$ cat config.mk
export PLATFORM = sky130hd
export DESIGN_NAME = result_sram_drain_flat
export DESIGN_NICKNAME = d
export VERILOG_FILES = /design/src/rtl/result_sram_drain_if.sv /design/src/rtl/result_sram_drain.sv /design/src/flat_wrapper.sv
export SDC_FILE = /design/constraint.sdc
export NUM_CORES = 1
export LEC_CHECK = 0
export BUFFER_PORTS_ARGS = -buffer_cell sky130_fd_sc_hd__buf_4
export CAP_MARGIN = 15
export CORE_ASPECT_RATIO = 1.4
export CORE_MARGIN = 3
export CORE_UTILIZATION = 45
export CTS_CLUSTER_SIZE = 25
export DETAILED_ROUTE_END_ITERATION = 10
export GPL_ROUTABILITY_DRIVEN = 0
export PLACE_DENSITY = 0.69
export SYNTH_ARGS = -nofsm -noshare
export SYNTH_HDL_FRONTEND = slang
export SYNTH_SLANG_ARGS = --single-unit
$ cat constraint.sdc
create_clock -name clk -period 3.7 [get_ports clk]
set_input_delay 0.555 -clock clk [delete_from_list [all_inputs] [get_ports clk]]
set_output_delay 0.555 -clock clk [all_outputs]
set_load 0.005 [all_outputs]
$ cat src/rtl/result_sram_drain_if.sv
// Output beat stream of the result SRAM drain: one partial sum per beat plus
// end-of-row / end-of-job markers.
interface result_sram_drain_if #(
    parameter int PARTIAL_SUM_BW = 24
);
    // A beat transfers on a rising clk edge where out_valid && out_ready. Once
    // out_valid rises, out_data/out_eor/out_last stay stable and out_valid stays
    // high until that transfer; out_valid never depends on out_ready.
    logic                      out_valid;
    logic                      out_ready;
    logic [PARTIAL_SUM_BW-1:0] out_data;
    logic                      out_eor;
    logic                      out_last;

    modport master (
        output out_valid,
        output out_data,
        output out_eor,
        output out_last,
        input  out_ready
    );

    modport slave (
        input  out_valid,
        input  out_data,
        input  out_eor,
        input  out_last,
        output out_ready
    );
endinterface

$ cat src/rtl/result_sram_drain.sv
// Reads result rows back from the result SRAM and streams each row out one
// partial sum per beat, column 0 first.
module result_sram_drain #(
    parameter int ADDRESSSIZE    = 10,
    parameter int PARTIAL_SUM_BW = 24,
    parameter int MATRIX_SIZE    = 16,
    parameter int ROWCNT_BW      = 5
) (
    input  logic                                   clk,
    input  logic                                   rstn,
    input  logic                                   start,
    input  logic [ADDRESSSIZE-1:0]                 base_addr,
    input  logic [ROWCNT_BW-1:0]                   num_rows,
    output logic                                   sram_rd_en,
    output logic [ADDRESSSIZE-1:0]                 sram_rd_addr,
    input  logic [PARTIAL_SUM_BW*MATRIX_SIZE-1:0]  sram_rd_data,
    result_sram_drain_if.master                    out_if,
    output logic                                   busy,
    output logic                                   done,
    output logic [2:0]                             dbg_state
);

    localparam int ROW_BW = PARTIAL_SUM_BW * MATRIX_SIZE;
    localparam int COL_BW = (MATRIX_SIZE > 1) ? $clog2(MATRIX_SIZE) : 1;

    localparam logic [2:0] S_IDLE   = 3'd0;
    localparam logic [2:0] S_RD     = 3'd1;
    localparam logic [2:0] S_CAP    = 3'd2;
    localparam logic [2:0] S_STREAM = 3'd3;
    localparam logic [2:0] S_FIN    = 3'd4;

    localparam logic [COL_BW-1:0]    COL_LAST = COL_BW'(MATRIX_SIZE - 1);
    localparam logic [ROWCNT_BW-1:0] ROW_ONE  = ROWCNT_BW'(1);

    logic [2:0]             state_q,     state_d;
    logic [ADDRESSSIZE-1:0] addr_q,      addr_d;
    logic [ROWCNT_BW-1:0]   rows_left_q, rows_left_d;
    logic [COL_BW-1:0]      col_q,       col_d;
    logic [ROW_BW-1:0]      row_q,       row_d;

    logic stream;
    logic beat_eor;

    assign stream   = (state_q == S_STREAM);
    assign beat_eor = stream && (col_q == COL_LAST);

    always_comb begin
        state_d     = state_q;
        addr_d      = addr_q;
        rows_left_d = rows_left_q;
        col_d       = col_q;
        row_d       = row_q;

        case (state_q)
            S_IDLE: begin
                if (start) begin
                    addr_d      = base_addr;
                    rows_left_d = num_rows;
                    state_d     = (num_rows == '0) ? S_FIN : S_RD;
                end
            end

            S_RD: begin
                state_d = S_CAP;
            end

            // Read data arrives one cycle after the strobe, so it is captured here.
            S_CAP: begin
                row_d   = sram_rd_data;
                col_d   = '0;
                state_d = S_STREAM;
            end

            S_STREAM: begin
                if (out_if.out_ready) begin
                    // Shift so the next column always sits in the low bits.
                    row_d = row_q >> PARTIAL_SUM_BW;
                    if (col_q == COL_LAST) begin
                        col_d = '0;
                        if (rows_left_q > ROW_ONE) begin
                            rows_left_d = rows_left_q - ROW_ONE;
                            addr_d      = addr_q + ADDRESSSIZE'(1);
                            state_d     = S_RD;
                        end else begin
                            rows_left_d = '0;
                            state_d     = S_FIN;
                        end
                    end else begin
                        col_d = col_q + COL_BW'(1);
                    end
                end
            end

            S_FIN: begin
                state_d = S_IDLE;
            end

            default: begin
                state_d = S_IDLE;
            end
        endcase
    end

    always_ff @(posedge clk) begin
        if (!rstn) begin
            state_q     <= S_IDLE;
            addr_q      <= '0;
            rows_left_q <= '0;
            col_q       <= '0;
            row_q       <= '0;
        end else begin
            state_q     <= state_d;
            addr_q      <= addr_d;
            rows_left_q <= rows_left_d;
            col_q       <= col_d;
            row_q       <= row_d;
        end
    end

    // All outputs are decoded from registered state only.
    assign sram_rd_en   = (state_q == S_RD);
    assign sram_rd_addr = sram_rd_en ? addr_q : '0;

    assign out_if.out_valid = stream;
    assign out_if.out_data  = stream ? row_q[PARTIAL_SUM_BW-1:0] : '0;
    assign out_if.out_eor   = beat_eor;
    assign out_if.out_last  = beat_eor && (rows_left_q == ROW_ONE);

    assign busy      = (state_q != S_IDLE);
    assign done      = (state_q == S_FIN);
    assign dbg_state = state_q;

endmodule

$ cat src/flat_wrapper.sv
// flat-port wrapper written by rule: the top's interface ports become plain ports
module result_sram_drain_flat 
#(
    parameter int ADDRESSSIZE    = 10,
    parameter int PARTIAL_SUM_BW = 24,
    parameter int MATRIX_SIZE    = 16,
    parameter int ROWCNT_BW      = 5
)
  (clk, rstn, start, base_addr, num_rows, sram_rd_en, sram_rd_addr, sram_rd_data, busy, done, dbg_state, out_if_out_valid, out_if_out_data, out_if_out_eor, out_if_out_last, out_if_out_ready);
  result_sram_drain_if #(.PARTIAL_SUM_BW(PARTIAL_SUM_BW)) out_if_i ();
  input  logic clk;
  input  logic rstn;
  input  logic start;
  input  logic [ADDRESSSIZE-1:0] base_addr;
  input  logic [ROWCNT_BW-1:0] num_rows;
  output logic sram_rd_en;
  output logic [ADDRESSSIZE-1:0] sram_rd_addr;
  input  logic [PARTIAL_SUM_BW*MATRIX_SIZE-1:0] sram_rd_data;
  output logic busy;
  output logic done;
  output logic [2:0] dbg_state;
  output wire logic [$bits(out_if_i.out_valid)-1:0] out_if_out_valid;
  output wire logic [$bits(out_if_i.out_data)-1:0] out_if_out_data;
  output wire logic [$bits(out_if_i.out_eor)-1:0] out_if_out_eor;
  output wire logic [$bits(out_if_i.out_last)-1:0] out_if_out_last;
  input wire logic [$bits(out_if_i.out_ready)-1:0] out_if_out_ready;
  assign out_if_out_valid = out_if_i.out_valid;
  assign out_if_out_data = out_if_i.out_data;
  assign out_if_out_eor = out_if_i.out_eor;
  assign out_if_out_last = out_if_i.out_last;
  assign out_if_i.out_ready = out_if_out_ready;
  result_sram_drain #(.ADDRESSSIZE(ADDRESSSIZE), .PARTIAL_SUM_BW(PARTIAL_SUM_BW), .MATRIX_SIZE(MATRIX_SIZE), .ROWCNT_BW(ROWCNT_BW)) u_core (.clk(clk), .rstn(rstn), .start(start), .base_addr(base_addr), .num_rows(num_rows), .sram_rd_en(sram_rd_en), .sram_rd_addr(sram_rd_addr), .sram_rd_data(sram_rd_data), .out_if(out_if_i), .busy(busy), .done(done), .dbg_state(dbg_state));
endmodule
==> results.toml <==
[clock_network]
clk_path_buf_depth = 3
cts_buffers = 41
cts.sinks = 406
cts_root_buf = "clkbuf_16"
cts_tree = "built"
cts_max_level = 2
cts_setup_buffers = 0
cts.hold.buffers_added = 0
cts.clk_slew.worst_paths_ns = 0.06
clk_latency_ns = 0.54
cts_resized = 0

[logic_synthesis]
synthCells = 2298
synth_warnings = 0
syn_area_sq_um = 18700
synth_seq_area_share_pct = 43.6
synthArstFlopShare_pct = 0
ys.flop_type = "dfxtp_1"
syn-num-nets = 2705
yosys_register_bits = 406
synth-edff-count = 0
syn_area_per_cell_sq_um = 8.12
yosysUniqueCellTypes = 51

[timing]
slew_viol_final = 0
rsz0062_at_grt = "false"
max_freq_mhz = 339
min_period_over_period_pct = 79.8
finClkSkew_ns = 0.0187
setup_violations = 0
hold_violations = 0
worstMarginPinSlew_ns = 1.11
finalCriticalPeriod_ns = 2.95
tns_ns = 0
slew_headroom_pct = 25.8

[cells_and_area]
final_util_pct = 58.1
multi_input_area_sq_um = 9570
layout.cells.non_filler = 3170
layout.nets = 3005
final_cell_mix = "736 x nand2_1, 464 x buf_4, 406 x dfxtp_1"
fin_area_sq_um = 23600
drive_above_1_share_pct = 21.0
register_area_sq_um = 8130
syn2layout_area_growth_pct = 26.4
final_common_cell = "nand2_1"
fillers = 3762

[global_routing]
antenna_found_initial = 12
grt_pass1_vias = 16300
grt_usage_pct = 24.9
grt-ovfl-total = 0
grt_max_degree = 197
grt_first_pass_wirelength_microns = 87600

[power_and_ir_drop]
p_total_mw = 13.2
leakage_nw = 13.5
vdd_drop_max_mv = 0.373
power.density_nw_per_um2 = 560

[critical_path]
r2r-end = "u_core.row_q[214]$_SDFFE_PN0P_"
required_ns = 3.14
endpoint_kind = "primary output"
reg2reg_from = "u_core.dbg_state[1]$_SDFFE_PN0P_"
reg2regPathDepth = 6
critPathLaunchType = "flip-flop"
worstSetupPathType = "flip-flop to primary output"
regToRegSetupSlack_ns = 1.19
crit_path_max_fanout = 138
startpoint = "u_core.dbg_state[1]$_SDFFE_PN0P_"
cp_data_arrival_time_ns = 2.40

[placed_design]
place_area_sq_um = 22200
dp.cells = 3089
port_buffers = 445
dp_hpwl_microns = 40900

[route]
routed_via_density = 5.55
totalWireLength_microns = 58400
drc = 0
post_drt_wl_per_cell_microns = 18.4
drtPass1Iterations = 5
first_iter_violations = 1482
ant_nets = 0
vias = 17600

[die]
rows = 87
chipHeight_microns = 247
dieArea_sq_um = 44000
initial_core_util_pct = 45.9
dieWidth_microns = 178
ios = 446
coreArea_sq_um = 40600

[hold_path]
min_from = "sram_rd_data[368]"
holdCritPathClass = "input pin to flip-flop"
whs_path_depth = 3
min_to = "u_core.row_q[368]$_SDFFE_PN0P_"

[status]
outcome = "finished, final reports clean"

[run]
drv_cap = 0
[sequential cells by signal, indices dropped and copies added (netlist names)]
register / flops
u_core.row_q: 384
u_core.addr_q: 10
u_core.rows_left_q: 5
u_core.col_q: 4
u_core.dbg_state: 3
[stage by stage]
| stage | hold WS [ns] | setup WS (ns) |
|---|---|---|
| floorplan | 0.458 | 1.67 |
| global placement | 0.474 | 1.27 |
| detailed placement | 0.479 | 1.21 |
| CTS | 0.261 | 0.695 |
| global route | 0.281 | 0.537 |
| finish | 0.288 | 0.748 |
[layer usage]
layer | vias to the layer above | track usage, % | wire [microns] | share of wire, %
met1 | 8259 | 32.0 | 24100 | 41
li1 | 8632 | - | - | -
met5 | - | 0 | 42 | 0.072
met3 | 106 | 4.09 | 3730 | 6.4
met4 | 6 | 10.8 | 2260 | 3.9
met2 | 582 | 41.1 | 28200 | 48
[cells by family (layout without fill, tap and decap cells)]
family                     after synthesis  in the layout  share of synthesized area, %
and+or+nand+nor                       1214           1214                          28.4
buffers and inverters                  228            555                          5.15
xor gates and xnor gates                 1              1                        0.0470
AOI/OAI and AO/OA                      445            445                          22.5
other                                    0             11                             0
DFF                                    406            406                          43.6
adders and majority gates                4              4                         0.268
[cells in the mapped netlist, types with 14 or more instances]
library cell / number / share of area [%]
dfxtp_1: 406 / 44
nand2_1: 736 / 15
nor2b_1: 28 / 0.94
o21ai_0: 14 / 0.38
nand3_1: 371 / 10
buf_2: 78 / 2.1
and2_1: 35 / 1.2
a22oi_1: 25 / 1.0
o211a_1: 364 / 20
a21oi_1: 15 / 0.40
buf_1: 25 / 0.50
clkbuf_1: 118 / 2.4
[power breakdown]
part / leakage, nW / switching [mW] / total, mW / internal [mW]
sequential: 3.33 / 0.563 / 5.81 / 5.25
combinational: 9.49 / 1.69 / 3.09 / 1.40
clock: 0.682 / 1.71 / 4.30 / 2.59
[worst max path at each step]
stage,cells after the start,to
2_1_floorplan,7,out_if_out_data[16]
3_3_place_gp,7,u_core.row_q[127]$_SDFFE_PN0P_
3_5_place_dp,7,u_core.row_q[138]$_SDFFE_PN0P_
4_1_cts,4,out_if_out_data[2]
5_1_grt,4,out_if_out_data[2]
6_report,4,out_if_out_data[2]
[final cells by class]
cell class	instances	area share (%)
multi-input cells	1664	40.6
flip-flops and latches	406	34.5
repair buffers	479	16.0
clock buffers	56	4.89
well taps	534	2.83
clock inverters	14	0.966
inverters	6	0.127
diodes	11	0.117
[critical path: stages (launching register included)]
cell,delay (ns)
dfxtp_1,0.61
nand3b_4,0.26
inv_8,0.59
and2_1,0.24
buf_4,0.11
(Power assumes the default switching activity.)
